**src/rtl/uart_pkg.sv**
```systemverilog
// Shared constants and drain-FSM state encoding for the UART transmit buffer.
package uart_pkg;
    localparam int BYTE_W      = 8;
    localparam int ACK_TIMEOUT = 4;

    typedef enum logic [1:0] {
        S_IDLE = 2'd0,
        S_SEND = 2'd1,
        S_ACK  = 2'd2,
        S_WAIT = 2'd3
    } tx_state_t;
endpackage

```
**src/rtl/uart_fifo_mem.sv**
```systemverilog
// DEPTH x 8 register array: synchronous write, combinational read, no reset.
module uart_fifo_mem
    import uart_pkg::*;
#(
    parameter int DEPTH_LOG2 = 4
) (
    input  logic                  clk,
    input  logic                  wr_en,
    input  logic [DEPTH_LOG2-1:0] wr_addr,
    input  logic [BYTE_W-1:0]     wr_data,
    input  logic [DEPTH_LOG2-1:0] rd_addr,
    output logic [BYTE_W-1:0]     rd_data
);
    logic [BYTE_W-1:0] mem [2**DEPTH_LOG2];

    always_ff @(posedge clk) begin
        if (wr_en) mem[wr_addr] <= wr_data;
    end

    assign rd_data = mem[rd_addr];
endmodule

```
**src/rtl/uart_tx_fifo.sv**
```systemverilog
// Byte FIFO that drains into the serial transmitter via a data/strobe/ready handshake.
// Define UART_TX_FIFO_STRIP8_EN to clear bit 7 of every byte before it is stored.
module uart_tx_fifo
    import uart_pkg::*;
#(
    parameter int DEPTH_LOG2 = 4
) (
    input  logic                  clk,
    input  logic                  rst,
    input  logic [BYTE_W-1:0]     wr_data,
    input  logic                  wr_strobe,
    input  logic                  flush,
    output logic                  full,
    output logic                  empty,
    output logic [DEPTH_LOG2:0]   count,
    output logic                  overflow,
    output logic [BYTE_W-1:0]     tx_data,
    output logic                  tx_strobe,
    input  logic                  tx_ready,
    output tx_state_t             dbg_state
);
    localparam int                ACK_W     = $clog2(ACK_TIMEOUT);
    localparam logic [ACK_W-1:0]  ACK_LAST  = ACK_W'(ACK_TIMEOUT - 1);
    localparam logic [DEPTH_LOG2:0] DEPTH_CNT = (DEPTH_LOG2 + 1)'(2**DEPTH_LOG2);

    tx_state_t             state, state_nxt;
    logic [ACK_W-1:0]      ack_cnt;
    logic [DEPTH_LOG2-1:0] wr_ptr, rd_ptr;
    logic [DEPTH_LOG2:0]   count_nxt;
    logic [BYTE_W-1:0]     wr_byte, rd_byte;
    logic                  pop, wr_acc;

`ifdef UART_TX_FIFO_STRIP8_EN
    assign wr_byte = {1'b0, wr_data[BYTE_W-2:0]};
`else
    assign wr_byte = wr_data;
`endif

    uart_fifo_mem #(.DEPTH_LOG2(DEPTH_LOG2)) u_mem (
        .clk     (clk),
        .wr_en   (wr_acc),
        .wr_addr (wr_ptr),
        .wr_data (wr_byte),
        .rd_addr (rd_ptr),
        .rd_data (rd_byte)
    );

    // A flush edge never pops, so the cleared FIFO cannot hand out a stale byte.
    always_comb begin
        state_nxt = state;
        pop       = 1'b0;
        case (state)
            S_IDLE: if (!empty && tx_ready && !flush) begin
                pop       = 1'b1;
                state_nxt = S_SEND;
            end
            S_SEND: state_nxt = S_ACK;
            S_ACK: begin
                if (!tx_ready)                state_nxt = S_WAIT;
                else if (ack_cnt == ACK_LAST) state_nxt = S_IDLE;
            end
            S_WAIT: if (tx_ready) state_nxt = S_IDLE;
            default: state_nxt = S_IDLE;
        endcase
    end

    assign wr_acc = wr_strobe && !flush && (!full || pop);

    always_comb begin
        count_nxt = count;
        if (flush)              count_nxt = '0;
        else if (wr_acc && !pop) count_nxt = count + 1'b1;
        else if (pop && !wr_acc) count_nxt = count - 1'b1;
    end

    always_ff @(posedge clk or posedge rst) begin
        if (rst) begin
            state     <= S_IDLE;
            ack_cnt   <= '0;
            tx_strobe <= 1'b0;
            tx_data   <= '0;
        end else begin
            state     <= state_nxt;
            tx_strobe <= (state == S_SEND);
            ack_cnt   <= (state == S_ACK) ? ack_cnt + ACK_W'(1) : '0;
            if (pop) tx_data <= rd_byte;
        end
    end

    always_ff @(posedge clk or posedge rst) begin
        if (rst) begin
            wr_ptr   <= '0;
            rd_ptr   <= '0;
            count    <= '0;
            empty    <= 1'b1;
            full     <= 1'b0;
            overflow <= 1'b0;
        end else begin
            if (flush) begin
                wr_ptr   <= '0;
                rd_ptr   <= '0;
                overflow <= 1'b0;
            end else begin
                if (wr_acc)               wr_ptr   <= wr_ptr + 1'b1;
                if (pop)                  rd_ptr   <= rd_ptr + 1'b1;
                if (wr_strobe && !wr_acc) overflow <= 1'b1;
            end
            count <= count_nxt;
            empty <= (count_nxt == '0);
            full  <= (count_nxt == DEPTH_CNT);
        end
    end

    assign dbg_state = state;
endmodule

```
**config.mk**
```make
export PLATFORM = sky130hd
export DESIGN_NAME = uart_tx_fifo
export DESIGN_NICKNAME = d
export VERILOG_FILES = /design/src/rtl/uart_pkg.sv /design/src/rtl/uart_fifo_mem.sv /design/src/rtl/uart_tx_fifo.sv
export SDC_FILE = /design/constraint.sdc
export NUM_CORES = 1
export LEC_CHECK = 0
export CAP_MARGIN = 20
export CORE_ASPECT_RATIO = 2
export CORE_MARGIN = 2
export CORE_UTILIZATION = 30
export CTS_CLUSTER_SIZE = 40
export DETAILED_ROUTE_END_ITERATION = 16
export GPL_TIMING_DRIVEN = 1
export SLEW_MARGIN = 0
export SYNTH_ARGS = -nofsm -noshare
export SYNTH_HDL_FRONTEND = slang
export SYNTH_SLANG_ARGS = --single-unit
```
**constraint.sdc**
```tcl
create_clock -name clk -period 2.6 [get_ports clk]
set_clock_uncertainty 0.2 [all_clocks]
set_input_delay 0.52 -clock clk [delete_from_list [all_inputs] [get_ports clk]]
set_output_delay 0.52 -clock clk [all_outputs]
set_load 0.03 [all_outputs]
```
* Word-level counts from Yosys, hierarchy flattened
Memories as Yosys holds them, arrays and structs flattened. A register that Yosys moved wholly into a read port is not among the register bits.
Cells that the tools add are included.
** Word-level totals
- Memory bits (writable) :: 128
- Bits in registers :: 21
- Bits of input ports :: 13
- Memories :: 1
- Word-level logic and storage cells :: 61
** Operators by class
- Equal/unequal tests :: 8
- $add $sub $neg :: 5
- Multiplexer cells :: 19
- Reduce and logical (&&, ||, !) cells :: 19
** Memories
- u_mem.mem :: words 16, width 8, rd ports 1, clocked after memory_dff 1, wr ports 1, line uart_fifo_mem.sv:14 : logic [BYTE_W-1:0] mem [2**DEPTH_LOG2];
** Operators by type and width (number)
- 4-bit two-way mux :: 4
- 5-bit two-way mux :: 3
- 2-bit two-way mux :: 5
- 4-bit by 1-bit adder with 4-bit output (second input constant) :: 2
- 2-bit one-hot mux with 4 select lines :: 1
- 1-bit logical AND :: 7
- 2-bit equality test (second input constant) :: 3
- 1-bit two-way mux :: 6
- 2-bit nonzero test :: 3
- 5-bit by 1-bit adder with 5-bit output (second input constant) :: 1
- 5-bit equality test (second input constant) :: 1
- 1-bit zero test :: 5
- 5-bit zero test :: 1
- 5-bit by 1-bit subtractor with 5-bit output (second input constant) :: 1
- 2-bit inequality test (second input constant) :: 2
- 3-bit inequality test (second input constant) :: 1
- 3-bit AND reduction :: 1
- 2-bit by 1-bit adder with 2-bit output (second input constant) :: 1
- 2-bit by 1-bit equality test with 1-bit output (second input constant) :: 1
- 2-bit zero test :: 1
- 1-bit logical OR :: 1

* Logic depth before layout (Yosys ltp)
- Word-level depth :: 13
- Gate-level depth with buffers :: 7

* Cells and area by module
Synthesis repeated with hierarchy kept, for this count alone.
** Second synthesis, totals
- Cells, all modules :: 359
- Area, all modules :: 6399.9 um^2
** By module, submodules not included
- uart_fifo_mem :: cells each 221, seq. area each 3843.7 um^2, times used 1, area each 4987.3 um^2
- uart_tx_fifo :: cells each 138, seq. area each 726.9 um^2, times used 1, area each 1412.6 um^2

* Worst setup path after synthesis
Ideal clock, no wire load.
- Path type :: register -> register
- From :: register state[0] (netlist: dbg_state[0])
- To :: memory u_mem.mem[15][0], enable pin
- Buffers on the path :: 1
- Path slack :: 0.049 ns
- Arrival time :: 2.019 ns
- Setup time :: 0.332 ns
- Stages on the path, launching flop included :: 6
- Cell sequence :: dfrtp_1 -> or4b_4 -> buf_6 -> a21boi_2 -> and4b_1 -> and2_1
** On the way
- Word-level cells in the longest chain between the ends :: 6
** Ends and longest elaborated chain
- from (decl) :: line uart_tx_fifo.sv:26 : tx_state_t state, state_nxt;
- from (signal assigned) :: line uart_tx_fifo.sv:83 : state <= state_nxt;
- 2-bit zero test :: line uart_tx_fifo.sv:52 : case (state)
- 1-bit two-way mux :: line uart_tx_fifo.sv:52
- 1-bit logical OR :: line uart_tx_fifo.sv:67 : assign wr_acc = wr_strobe && !flush && (!full || pop);
- 1-bit logical AND :: line uart_tx_fifo.sv:67
- 1-bit two-way mux :: line uart_fifo_mem.sv:17 : if (wr_en) mem[wr_addr] <= wr_data;
- 1-bit two-way mux (not written as such) :: line uart_fifo_mem.sv:17
- to (decl) :: line uart_fifo_mem.sv:14
Every way passes these cells.

* Worst setup path in the final report
- From :: input tx_ready
- To :: memory u_mem.mem[14][7], enable pin
** On the way
- Word-level cells in the longest chain between the ends :: 8
** Ends and longest elaborated chain
- from (decl) :: line uart_tx_fifo.sv:19 : input logic tx_ready,
- 1-bit logical AND (2 in series) :: line uart_tx_fifo.sv:53 : S_IDLE: if (!empty && tx_ready && !flush) begin
- 1-bit two-way mux :: line uart_tx_fifo.sv:53
- 1-bit two-way mux :: line uart_tx_fifo.sv:52
- 1-bit logical OR :: line uart_tx_fifo.sv:67
- 1-bit logical AND :: line uart_tx_fifo.sv:67
- 1-bit two-way mux :: line uart_fifo_mem.sv:17
- 1-bit two-way mux (not written as such) :: line uart_fifo_mem.sv:17
Every way passes these cells.

==> summary.txt <==
Critical path
  – WS Path Type: input port to flip-flop
  – Crit-path max FO: 8
  – Startpoint types: input port
  – FF-to-FF setup slack: 0.21 ns
  – CP Data Arrival Time: 2.41 ns
  – Crit path required time: 2.55 ns
  – CP Capture Type: flip-flop

Cells and area
  – Post-layout net count: 449
  – Fin util: 38.6%
  – Highest-count cells in the layout ignoring fill and taps: 128 x edfxtp_1, 32 x mux4_2, 31 x clkdlybuf4s50_1, 28 x dfrtp_1, 25 x buf_4
  – Most common cell after layout, fill and taps aside: edfxtp_1
  – Synthesis-to-finish area growth: 26.4%
  – Share of cells above drive strength 1: 27.4%
  – Design area: 0.00811 mm2
  – Fillers: 1957
  – Antenna Cells: 0

Timing
  – Fmax: 406 MHz
  – Slew @ Worst Pin: 0.667 ns
  – Final hold viol count: 0
  – Final setup fails: 0
  – Final Max Slew Viols: 0
  – RSZ-0062 raised after global routing: false
  – Setup tns final: 0 ns
  – Slew headroom: 55.4%
  – Post-layout min period: 2.46 ns
  – Period utilization: 94.8%

Clock tree
  – CTS Root Cell: clkbuf_16
  – CTS buffer count: 17
  – Cts repair resizes: 0
  – CTS tree: done
  – CTS clk-pin slew, worst paths: 0.06 ns
  – Clock latency at the later pin of the worst-skew pair: 0.43 ns
  – Setup bufs post-CTS: 0
  – Hold-fix buffers, CTS: 0
  – Max H-tree Level: 4
  – Sink Count: 157
  – Max Buffers Root-to-Sink: 2

Logic synthesis
  – Post-synthesis sequential area ratio: 71.3%
  – FFs w/ async S/R, synth: 18.5%
  – Post-Syn Nets: 375
  – Post-synth top area share: 59.9%
  – Cell area after synthesis: 0.00641 mm2
  – Yosys warns: 0
  – Ys flop type: edfxtp_1
  – Synth Area per Inst: 18.1 um2
  – Mapped Cells: 354
  – Yosys top cell by area: edfxtp_1
  – Area contributors post-synth: edfxtp_1 60%, mux4_2 11%, dfrtp_1 11%, ha_1 1.6%, mux2_2 1.4%
  – Flops & latches, synth: 157
  – Post-synth EDFFs: 128
  – Synth unique cells: 46

GRT
  – GRT Util Overall: 13.4%
  – Initial antenna violation count: 0
  – Grt total ovfl: 0
  – First-pass GRT wire length: 21600 um
  – Number of global-route vias before repair: 3716
  – Largest net degree at the start of global routing: 34

Route
  – DR WL/cell: 19.9 um
  – Vias/cell: 4.86
  – Detail Route Antenna Nets: 0
  – DRC errors left: 0
  – Via Count: 3452
  – DRT iter0 DRCs: 198
  – Routed WL: 14200 um
  – Pre-Repair DR Iteration Count: 4

Pwr
  – PwrDens: 781 mW/mm2
  – Leak: 2.73 nW
  – PnR Total Power: 6.34 mW
  – Worst vdd ir: 0.561 mV

Min path
  – Hold WC Path Type: flip-flop to flip-flop

Job
  – MaxCap Viol Count: 0

Placed design
  – HPWL after detailed placement: 10100 um
  – Input/output buffers: 31
  – GP Congestion: 0.814
  – Area post-placement: 0.00751 mm2

Floorplan
  – Die width: 107 um
  – Starting density of the core: 30.5%
  – FP Rows: 75
  – Die Height: 211 um
  – Core ar.: 0.0210 mm2
  – Die area: 0.0226 mm2
  – IO Pins: 32

Run status
  – Status: finished clean
-- Yosys cell counts (3+ instances only) --
cell and instances:
a211oi_1 9, a21oi_1 11, and2_1 12, and3_1 4, and4b_1 3, buf_1 3, buf_2 6, clkbuf_1 8
dfrtp_1 28, edfxtp_1 128, ha_1 8, inv_1 7, mux2_2 8, mux4_2 32, nand2_1 8, nand3_1 3
nand4_1 3, nor2_1 8, nor2b_1 10, nor3_1 7, o21ai_0 3, o22ai_1 9, xnor2_1 3, xor2_1 4
-- cell families after synthesis --
logic type / synth area share (%)
muxes: 12.8
buffers and inverters: 1.87
xor gates and xnor gates: 0.956
adders and majority gates: 1.56
and+or+nand+nor: 7.65
AOI/OAI and AO/OA: 3.88
DFF: 71.3
-- critical path, cell delays in order --
cell and delay, ns:
clkdlybuf4s50_1 0.53, or4b_4 0.49, a21boi_2 0.18, and4b_1 0.34, and2_1 0.22, buf_12 0.13
-- cell type report --
class,count,area [um2],area share [%]
Clock buffer,17,425,5.25
Clock inverter,15,169,2.08
Inverter,7,26.3,0.324
Multi-Input combinational cell,171,1720,21.2
Sequential cell,157,4570,56.4
Tap cell,269,337,4.15
Timing Repair Buffer,74,858,10.6
-- registers in the layout (all words and copies together) (netlist names) --
name and count:
ack_cnt 2, tx_data 8, dbg_state 2, wr_ptr 4
empty 1, u_mem.mem 128, full 1, rd_ptr 4
count 5, tx_strobe 1, overflow 1
-- power breakdown --
| part | switching, mW | leakage (nW) | internal [mW] |
|---|---|---|---|
| registers | 0.129 | 1.52 | 2.86 |
| clock network | 1.10 | 0.284 | 1.37 |
| logic | 0.491 | 0.923 | 0.386 |
| total | 1.72 | 2.73 | 4.62 |
-- layer usage --
metal | share of wire, % | GRT usage (%)
met5 | 0 | 0
met4 | 5.8 | 9.24
met3 | 2.5 | 3.42
met1 | 36 | 13.0
met2 | 56 | 24.3
-- path summary, 6_finish.rpt --
path | startpoint | to | cells past startpoint
max reg2reg | dbg_state[0] | u_mem.mem[14][7] | 5
min reg2reg | ack_cnt[0] | ack_cnt[0] | 1
max | tx_ready | u_mem.mem[14][7] | 6
max in group asynchronous | rst | empty | 3
min in group asynchronous | rst | tx_data[4] | 3
min | ack_cnt[0] | ack_cnt[0] | 1
-- stage by stage --
step / hold slack, ns / worst slack [ns] / instances
after detailed placement: 0.243 / -0.320 / 678
after global placement: 0.226 / -0.304 / 678
after CTS: 0.256 / 0.135 / 710
final: 0.247 / 0.136 / 710
after floorplan: 0.208 / 0.0491 / 354
after global routing: 0.275 / 0.0658 / 710
Power figures use the tool's default switching activity.
==> edit: new RTL, same flow settings <==
The option `UART_TX_FIFO_STRIP8_EN` is turned on by a define.
--- a/src/rtl/uart_tx_fifo.sv
+++ b/src/rtl/uart_tx_fifo.sv
@@ -2,2 +2,4 @@
 // Define UART_TX_FIFO_STRIP8_EN to clear bit 7 of every byte before it is stored.
+`define UART_TX_FIFO_STRIP8_EN
+
 module uart_tx_fifo
Behaviour: not the same (a bounded check fails within 4 cycles, from zero or initial values and one cycle with rst high).
==> edit against the original RTL <==
Sequential cell count fell by 17; maximum frequency fell by 2.9%; count of clock-buffer cells in the layout did not move; power fell by 7.3%; first-iteration DRC count fell by 25%; synthesized area fell by 8.8%; utilization rose by 0.12 points; routed wire length fell by 16%; register-to-register slack got worse by 0.03 ns; cell area fell by 8.4%; combinational power rose by 0.8%; worst setup slack got worse by 0.073 ns.
==> edit: results (changes against the original RTL) <==
status=complete, no violations; Port Buf Inserts=29 (-6.5%); Seq/Total Area, Yosys=69.5% (-1.8 points); post-synth net total=350 (-6.7%); Hold WS=0.249 ns (+0.00167 ns); most frequent cells after synthesis=112 x edfxtp_1, 28 x mux4_2, 27 x dfrtp_1; largest net degree at the start of global routing=30 (-12%); DP Wirelength=8.66 mm (-14%); worst reg2reg endpoint=u_mem.mem[7][6]; library cells used by synthesis=50 (+8.7%); R2R cell count=8 (+3); max incr delay on CP=0.48 ns (-0.05 ns); adder-cell share of the synthesized area=1.71% (+0.15 points); Post-synth ARST share=20.0% (+1.5 points); gpl congestion=0.802 (-1.4%); nets@finish=419 (-6.7%); VDD IR-drop max=0.000374 V (-33%); Synth Area in XOR/XNOR=1.05% (+0.092 points); initial DRC count=149 (-25%); DR vias/cell=4.62 (-5.1%); Slowest-stage cell, CP=or4b_4; FF-to-FF setup slack=0.18 ns (-0.03 ns); Synth Area in Compound Gates=3.85% (-0.031 points); Arrival @ worst endpoint=2.47 ns (+0.06 ns); FMAX=0.394 GHz (-2.9%); Rel. slew slack=54.0% (-1.4 points); post-synthesis mux area share=12.3% (-0.50 points); critical path fanouts, max=7 (-1); layout cells sized above 1=31.4% (+3.9 points); max reg flops=112 (-13%); Synth area leaders=edfxtp_1 58%, dfrtp_1 12%, mux4_2 11%; largest registers=u_mem.mem (112), tx_data (7), count (5); static leakage=2.52 nW (-7.9%); number of synthesized flops with an enable pin=112 (-13%)
edit: cell count changes in the layout (fill, tap and decap cells not counted), moves of 4 or more:
| cell | before | now |
|---|---|---|
| and2_1 | 12 | 8 |
| and2_2 | 0 | 4 |
| buf_12 | 18 | 12 |
| edfxtp_1 | 128 | 112 |
| mux4_2 | 32 | 28 |
| nor4_2 | 0 | 4 |
edit: final cells by class:
class | count | area, sq um
clock buffer | 17 | 425
clock inverter | 15 | 154
fill | 1705 | 11800
inverter | 6 | 22.5
multi-input combinational | 166 | 1710
sequential | 140 | 4070
tap | 259 | 324
timing repair buffer | 67 | 726
edit: power by group:
group	internal, mW	switching, mW
combinational	0.395	0.489
sequential	2.55	0.109
clock	1.35	0.980
total	4.30	1.58
edit: routing by layer:
metal  wire length (um)  GRT usage, %  part of all wire (%)  up-vias
met2               6910          22.8                    58       59
met5                  0             0                     0        -
met3                294          2.95                   2.5       25
li1                   -             -                     -     1447
met1               4090          11.7                    34     1562
met4                598          7.76                   5.0        0
